File: config.mk
export PLATFORM = sky130hd
export DESIGN_NAME = punc_control
export DESIGN_NICKNAME = d
export VERILOG_FILES = /design/src/rtl/punc_defs.sv /design/src/rtl/punc_control.sv
export SDC_FILE = /design/constraint.sdc
export NUM_CORES = 1
export LEC_CHECK = 0
export ABC_CLOCK_PERIOD_IN_PS = 2500
export CAP_MARGIN = 10
export CORE_MARGIN = 3
export CORE_UTILIZATION = 39
export DETAILED_ROUTE_END_ITERATION = 16
export PLACE_DENSITY = 0.91
export SYNTH_ARGS = -nofsm -noshare
export SYNTH_HDL_FRONTEND = slang
export SYNTH_SLANG_ARGS = --single-unit
File: constraint.sdc
create_clock -name clk -period 2.5 [get_ports clk]
set_input_delay 0.5 -clock clk [delete_from_list [all_inputs] [get_ports clk]]
set_output_delay 0.5 -clock clk [all_outputs]
set_load 0.02 [all_outputs]
File: src/rtl/punc_defs.sv
// Shared encodings for the PUnC LC3 control unit and datapath.
// State enum, opcodes, select encodings and the control bundle.
package punc_defs;

  typedef enum logic [2:0] {
    S_FETCH  = 3'd0,
    S_DECODE = 3'd1,
    S_EXEC   = 3'd2,
    S_EXEC2  = 3'd3,
    S_HALT   = 3'd4
  } state_t;

  localparam logic [3:0] OP_BR   = 4'b0000;
  localparam logic [3:0] OP_ADD  = 4'b0001;
  localparam logic [3:0] OP_LD   = 4'b0010;
  localparam logic [3:0] OP_ST   = 4'b0011;
  localparam logic [3:0] OP_JSR  = 4'b0100;
  localparam logic [3:0] OP_AND  = 4'b0101;
  localparam logic [3:0] OP_LDR  = 4'b0110;
  localparam logic [3:0] OP_STR  = 4'b0111;
  localparam logic [3:0] OP_RTI  = 4'b1000;
  localparam logic [3:0] OP_NOT  = 4'b1001;
  localparam logic [3:0] OP_LDI  = 4'b1010;
  localparam logic [3:0] OP_STI  = 4'b1011;
  localparam logic [3:0] OP_JMP  = 4'b1100;
  localparam logic [3:0] OP_RSV  = 4'b1101;
  localparam logic [3:0] OP_LEA  = 4'b1110;
  localparam logic [3:0] OP_HALT = 4'b1111;

  localparam logic [1:0] PC_SEL_OFF9  = 2'd0;
  localparam logic [1:0] PC_SEL_OFF11 = 2'd1;
  localparam logic [1:0] PC_SEL_REG   = 2'd2;

  localparam logic [1:0] MADDR_PC  = 2'd0;
  localparam logic [1:0] MADDR_ALU = 2'd1;
  localparam logic [1:0] MADDR_MAR = 2'd2;

  localparam logic [1:0] WDATA_ALU = 2'd0;
  localparam logic [1:0] WDATA_MEM = 2'd1;
  localparam logic [1:0] WDATA_PC  = 2'd2;

  localparam logic [1:0] ALU_ADD  = 2'd0;
  localparam logic [1:0] ALU_AND  = 2'd1;
  localparam logic [1:0] ALU_NOT  = 2'd2;
  localparam logic [1:0] ALU_PASS = 2'd3;

  localparam logic [1:0] EXT_IMM5  = 2'd0;
  localparam logic [1:0] EXT_OFF6  = 2'd1;
  localparam logic [1:0] EXT_OFF9  = 2'd2;
  localparam logic [1:0] EXT_OFF11 = 2'd3;

  localparam logic WADDR_IR = 1'b0;
  localparam logic WADDR_R7 = 1'b1;

  localparam logic RADDR1_SR  = 1'b0;
  localparam logic RADDR1_DST = 1'b1;

  localparam logic OP1_REG = 1'b0;
  localparam logic OP1_PC  = 1'b1;

  localparam logic OP2_REG = 1'b0;
  localparam logic OP2_EXT = 1'b1;

  typedef struct packed {
    logic       ir_ld;
    logic       pc_inc;
    logic       pc_ld;
    logic [1:0] pc_sel;
    logic       mar_ld;
    logic [1:0] mem_addr_sel;
    logic       mem_w_en;
    logic       rf_w_en;
    logic       rf_waddr_sel;
    logic       rf_raddr1_sel;
    logic [1:0] rf_wdata_sel;
    logic [1:0] alu_op;
    logic       op1_sel;
    logic       op2_sel;
    logic [1:0] ext_sel;
    logic       cc_ld;
    logic       halted;
  } ctrl_t;

  localparam ctrl_t CTRL_IDLE = '0;

  function automatic logic br_taken(
    input logic [2:0] nzp,
    input logic       n,
    input logic       z,
    input logic       p
  );
    return (nzp[2] & n) | (nzp[1] & z) | (nzp[0] & p);
  endfunction

endpackage

File: src/rtl/punc_control.sv
// PUnC LC3 control unit: Moore FSM sequencing FETCH/DECODE/EXEC.
// Drives every datapath load, select and write enable.
module punc_control
  import punc_defs::*;
(
  input  logic       clk,
  input  logic       rst,
  input  logic [3:0] opcode,
  input  logic [2:0] ir_11_9,
  input  logic       ir_5,
  input  logic       cc_n,
  input  logic       cc_z,
  input  logic       cc_p,
  output logic       ir_ld,
  output logic       pc_inc,
  output logic       pc_ld,
  output logic [1:0] pc_sel,
  output logic       mar_ld,
  output logic [1:0] mem_addr_sel,
  output logic       mem_w_en,
  output logic       rf_w_en,
  output logic       rf_waddr_sel,
  output logic       rf_raddr1_sel,
  output logic [1:0] rf_wdata_sel,
  output logic [1:0] alu_op,
  output logic       op1_sel,
  output logic       op2_sel,
  output logic [1:0] ext_sel,
  output logic       cc_ld,
  output logic       halted
);

  state_t state;
  state_t state_nx;
  ctrl_t  ctrl;
  ctrl_t  ctrl_q;

  // State register; reset lands in FETCH from any state.
  always_ff @(posedge clk or posedge rst) begin
    if (rst) state <= S_FETCH;
    else     state <= state_nx;
  end

  // Next-state logic.
  always_comb begin
    state_nx = state;
    unique case (state)
      S_FETCH:  state_nx = S_DECODE;
      S_DECODE: begin
        if (opcode == OP_HALT) state_nx = S_HALT;
        else                   state_nx = S_EXEC;
      end
      S_EXEC: begin
        if (opcode == OP_LDI || opcode == OP_STI)
          state_nx = S_EXEC2;
        else
          state_nx = S_FETCH;
      end
      S_EXEC2:  state_nx = S_FETCH;
      S_HALT:   state_nx = S_HALT;
      default:  state_nx = S_FETCH;
    endcase
  end

  // Output decoder: per-state, per-opcode datapath controls.
  always_comb begin
    ctrl = CTRL_IDLE;
    unique case (state)
      S_FETCH: begin
        ctrl.mem_addr_sel = MADDR_PC;
        ctrl.ir_ld        = 1'b1;
        ctrl.pc_inc       = 1'b1;
      end
      S_DECODE: ;
      S_EXEC: begin
        unique case (opcode)
          OP_ADD, OP_AND: begin
            ctrl.alu_op   = (opcode == OP_ADD) ? ALU_ADD : ALU_AND;
            ctrl.op1_sel  = OP1_REG;
            ctrl.op2_sel  = ir_5 ? OP2_EXT : OP2_REG;
            ctrl.ext_sel  = EXT_IMM5;
            ctrl.rf_raddr1_sel = RADDR1_SR;
            ctrl.rf_wdata_sel  = WDATA_ALU;
            ctrl.rf_w_en  = 1'b1;
            ctrl.cc_ld    = 1'b1;
          end
          OP_NOT: begin
            ctrl.alu_op   = ALU_NOT;
            ctrl.op1_sel  = OP1_REG;
            ctrl.rf_wdata_sel = WDATA_ALU;
            ctrl.rf_w_en  = 1'b1;
            ctrl.cc_ld    = 1'b1;
          end
          OP_BR: begin
            ctrl.pc_sel = PC_SEL_OFF9;
            ctrl.pc_ld  = br_taken(ir_11_9, cc_n, cc_z, cc_p);
          end
          OP_JMP: begin
            ctrl.pc_sel = PC_SEL_REG;
            ctrl.pc_ld  = 1'b1;
          end
          OP_JSR: begin
            // Link and jump together: the old base is read this cycle.
            ctrl.rf_w_en      = 1'b1;
            ctrl.rf_waddr_sel = WADDR_R7;
            ctrl.rf_wdata_sel = WDATA_PC;
            ctrl.pc_sel = ir_11_9[2] ? PC_SEL_OFF11 : PC_SEL_REG;
            ctrl.pc_ld  = 1'b1;
          end
          OP_LD, OP_LDR: begin
            ctrl.mem_addr_sel = MADDR_ALU;
            ctrl.alu_op  = ALU_ADD;
            ctrl.op1_sel = (opcode == OP_LD) ? OP1_PC : OP1_REG;
            ctrl.op2_sel = OP2_EXT;
            ctrl.ext_sel = (opcode == OP_LD) ? EXT_OFF9 : EXT_OFF6;
            ctrl.rf_wdata_sel = WDATA_MEM;
            ctrl.rf_w_en = 1'b1;
            ctrl.cc_ld   = 1'b1;
          end
          OP_LEA: begin
            ctrl.alu_op  = ALU_ADD;
            ctrl.op1_sel = OP1_PC;
            ctrl.op2_sel = OP2_EXT;
            ctrl.ext_sel = EXT_OFF9;
            ctrl.rf_wdata_sel = WDATA_ALU;
            ctrl.rf_w_en = 1'b1;
            ctrl.cc_ld   = 1'b1;
          end
          OP_ST, OP_STR: begin
            ctrl.mem_addr_sel = MADDR_ALU;
            ctrl.alu_op  = ALU_ADD;
            ctrl.op1_sel = (opcode == OP_ST) ? OP1_PC : OP1_REG;
            ctrl.op2_sel = OP2_EXT;
            ctrl.ext_sel = (opcode == OP_ST) ? EXT_OFF9 : EXT_OFF6;
            ctrl.rf_raddr1_sel = RADDR1_DST;
            ctrl.mem_w_en = 1'b1;
          end
          OP_LDI, OP_STI: begin
            // First hop: fetch the pointer into MAR.
            ctrl.mem_addr_sel = MADDR_ALU;
            ctrl.alu_op  = ALU_ADD;
            ctrl.op1_sel = OP1_PC;
            ctrl.op2_sel = OP2_EXT;
            ctrl.ext_sel = EXT_OFF9;
            ctrl.mar_ld  = 1'b1;
          end
          OP_RTI, OP_RSV, OP_HALT: ;
          default: ;
        endcase
      end
      S_EXEC2: begin
        ctrl.mem_addr_sel = MADDR_MAR;
        if (opcode == OP_LDI) begin
          ctrl.rf_wdata_sel = WDATA_MEM;
          ctrl.rf_w_en = 1'b1;
          ctrl.cc_ld   = 1'b1;
        end else if (opcode == OP_STI) begin
          ctrl.rf_raddr1_sel = RADDR1_DST;
          ctrl.mem_w_en = 1'b1;
        end
      end
      S_HALT: ctrl.halted = 1'b1;
      default: ;
    endcase
  end

  // Reset forces every strobe low at once, even mid-instruction.
  always_comb begin
    ctrl_q = ctrl;
    if (rst) ctrl_q = CTRL_IDLE;
  end

  assign ir_ld         = ctrl_q.ir_ld;
  assign pc_inc        = ctrl_q.pc_inc;
  assign pc_ld         = ctrl_q.pc_ld;
  assign pc_sel        = ctrl_q.pc_sel;
  assign mar_ld        = ctrl_q.mar_ld;
  assign mem_addr_sel  = ctrl_q.mem_addr_sel;
  assign mem_w_en      = ctrl_q.mem_w_en;
  assign rf_w_en       = ctrl_q.rf_w_en;
  assign rf_waddr_sel  = ctrl_q.rf_waddr_sel;
  assign rf_raddr1_sel = ctrl_q.rf_raddr1_sel;
  assign rf_wdata_sel  = ctrl_q.rf_wdata_sel;
  assign alu_op        = ctrl_q.alu_op;
  assign op1_sel       = ctrl_q.op1_sel;
  assign op2_sel       = ctrl_q.op2_sel;
  assign ext_sel       = ctrl_q.ext_sel;
  assign cc_ld         = ctrl_q.cc_ld;
  assign halted        = ctrl_q.halted;

endmodule

==> summary.md <==
| Metric | Value |
|---|---|
| Top flop regs | state (3) |
| Pin count of the biggest net entering global routing | 14 |
| Status | finished, final reports clean |
| Drt drc | 0 |
| Final worst path period need | 2450 ps |
| CP Max Fanout | 8 |
| 1st-iter DRT viols | 12 |
| Clk_skew | 5.28 ps |
| GRT Total Usage | 23.4% |
| Post-Syn Area | 574 µm² |
| Wire per inst | 15.3 µm |
| Top cells by area, synth | dfrtp_1 (13%), nor2_1 (4.6%), buf_2 (4.4%), nor2b_1 (4.4%), nor4b_4 (4.1%) |
| Synth Register Bits | 3 |
| WL final | 2100 µm |
| Final hold slack | 371 ps |
| PD cells | 533 nW/µm² |
| Worst Reg-to-Reg Cells | 4 |
| Period utilization | 98.0% |
| Number of diodes | 0 |
| Maximum vdd drop | 391 µV |
| Root Driver | clkbuf_4 |
| Async SR Flop Fraction | 100% |
| # fillers | 111 |
| LEAKAGE | 0.520 nW |
| Commonest non-fill, non-tap cells in the layout | buf_4 (18), dlygate4sd2_1 (17), clkdlybuf4s50_1 (12) |
| Setup ws final | 49.4 ps |
| Netlist cell types | 41 |
| Power Total | 549 µW |
| FP Rows | 13 |
| Initial Utilization | 43.1% |
| Max-slew violations | 0 |
| Vias/cell | 5.66 |
| Multi-input gate area | 440 µm² |
| Final Setup Violations | 0 |
| Max reg flops | 3 |
| Tightest Hold Check Type | in2async |
| Post-synth EDFFs | 0 |
| Area share of the largest cell type after synthesis | 13.1% |
| Max-cap violations | 0 |
| Ys flop type | dfrtp_1 |
| Sequential Area | 75.1 µm² |
| Syn Nets | 90 |
| Insertion delay to the later sink of the worst-skew pair | 240 ps |
| DR pass1 iterations | 4 |
| DIE AREA | 1970 µm² |
| Reg with most FFs | state |
| Share of cells above drive strength 1 | 32.0% |
| CTS buffer count | 3 |
| Worst-path clk slew | 40 ps |
| Placed cell area | 998 µm² |
| Initial antenna violation count | 0 |
| Reg2reg end | state[1] |
| Top-level port count | 35 |
| Area Overhead vs Synth | 79.3% |
| WP data arrival | 1950 ps |
| RSZ-0062 raised after global routing | false |
| Final Hold Fails | 0 |
| Via count | 775 |
| Nets | 136 |
| Max Freq | 0.408 GHz |
| Critical Path RT | 2000 ps |
| DP Wirelength | 1560 µm |
| Die Wd | 44.4 µm |
| Most common cell after layout, fill and taps aside | buf_4 |
| Antenna Nets Post-Route | 0 |
| Gp weighted congestion | 0.785 |
| CTS tree | yes |
| Syn Inst Count | 77 |
| Avg Cell Area, Syn | 7.46 µm² |
| R2R Setup Slk | 1280 ps |
| I/O Buffers | 34 |
| First-pass GRT wire length | 3450 µm |
| # H-tree levels | 1 |
| Final core occ | 77.2% |
| Core box area | 1330 µm² |
| CP Class | in2out |
| Overall die height | 44.4 µm |
| RR Startpoint | state[1] |
| Yosys warns | 0 |
| Worst slew pin tran | 337 ps |
| CP Capture Type | output port |
| Longest Clk Path Bufs | 2 |
| Vias in the first global route | 782 |
| Register area share after synthesis | 13.1% |
| Place WS | -488 ps |
| Slew HR | 77.3% |
| Sink Count | 3 |
| Biggest area consumer among synthesized cells | dfrtp_1 |
| Finished Cell Area | 1030 µm² |
| Worst setup SP type | primary input |
| Global route overflow | 0 |
-- per-layer routing --
metal / global-route usage [%] / share of wire, % / vias to the layer above
met1: 27.5 / 42 / 373
met5: 0 / 0 / -
met4: 5.42 / 0 / 0
li1: - / - / 365
met2: 40.7 / 51 / 37
met3: 7.72 / 7.3 / 0
-- kinds of logic after synthesis --
family	synth area share [%]
and+or+nand+nor	46.6
xor gates and xnor gates	1.53
buffers and inverters	14.8
AOI/OAI and AO/OA	24.0
DFF	13.1
-- power breakdown --
part           leakage, nW  switching (mW)  internal, mW
clock network       0.0150          0.0273        0.0599
registers           0.0385          0.0237        0.0663
logic                0.466           0.189         0.183
-- worst max-delay path by stage --
stage / slack (ps) / startpoint / cells after the start / to
CTS: 20 / opcode[2] / 6 / rf_w_en
global placement: -420 / rst / 5 / pc_sel[1]
detailed placement: -490 / rst / 5 / pc_sel[1]
global route: 2 / opcode[2] / 7 / op2_sel
finish: 50 / opcode[2] / 7 / op2_sel
floorplan: 220 / state[2] / 5 / rf_wdata_sel[1]
-- area by class of cell --
cell class	instances	area share, %
timing repair buffer	53	44.1
inverter	4	1.46
clock buffer	4	2.55
sequential	3	7.29
multi-input combinational	58	42.8
tap	15	1.82
-- timing repair --
item                                   4_1_cts  5_1_grt
setup endpoints to repair                   21       14
gates cloned                                 0        0
pin swaps                                    1        2
resized for setup                           39        6
buffers inserted                             1        0
hold buffers                                 0        0
endpoints found under the hold margin        0        0
-- metrics by stage --
stage	setup TNS (ps)	instances
after floorplan	0	77
after global placement	-5850	132
after CTS	0	137
after detailed placement	-6660	132
after global routing	0	137
final	0	137
-- cells in the mapped netlist (all sizes together) (2+ instances only) --
cell    number
dfrtp        3
inv          4
nor4b        3
nor3         3
nand3        2
and3b        2
and2         2
o21ai        3
nand4b       2
nor2         7
buf          9
nor3b        3
nand2        6
nand2b       2
a21oi        3
nor2b        4
clkbuf       3
-- worst max-delay path, stage by stage --
cell,delay [ps]
clkdlybuf4s50_1,490
buf_4,170
buf_4,120
nand2_1,50
o2bb2ai_1,110
and2_2,190
dlygate4sd2_1,320
(Power assumes the default switching activity.)
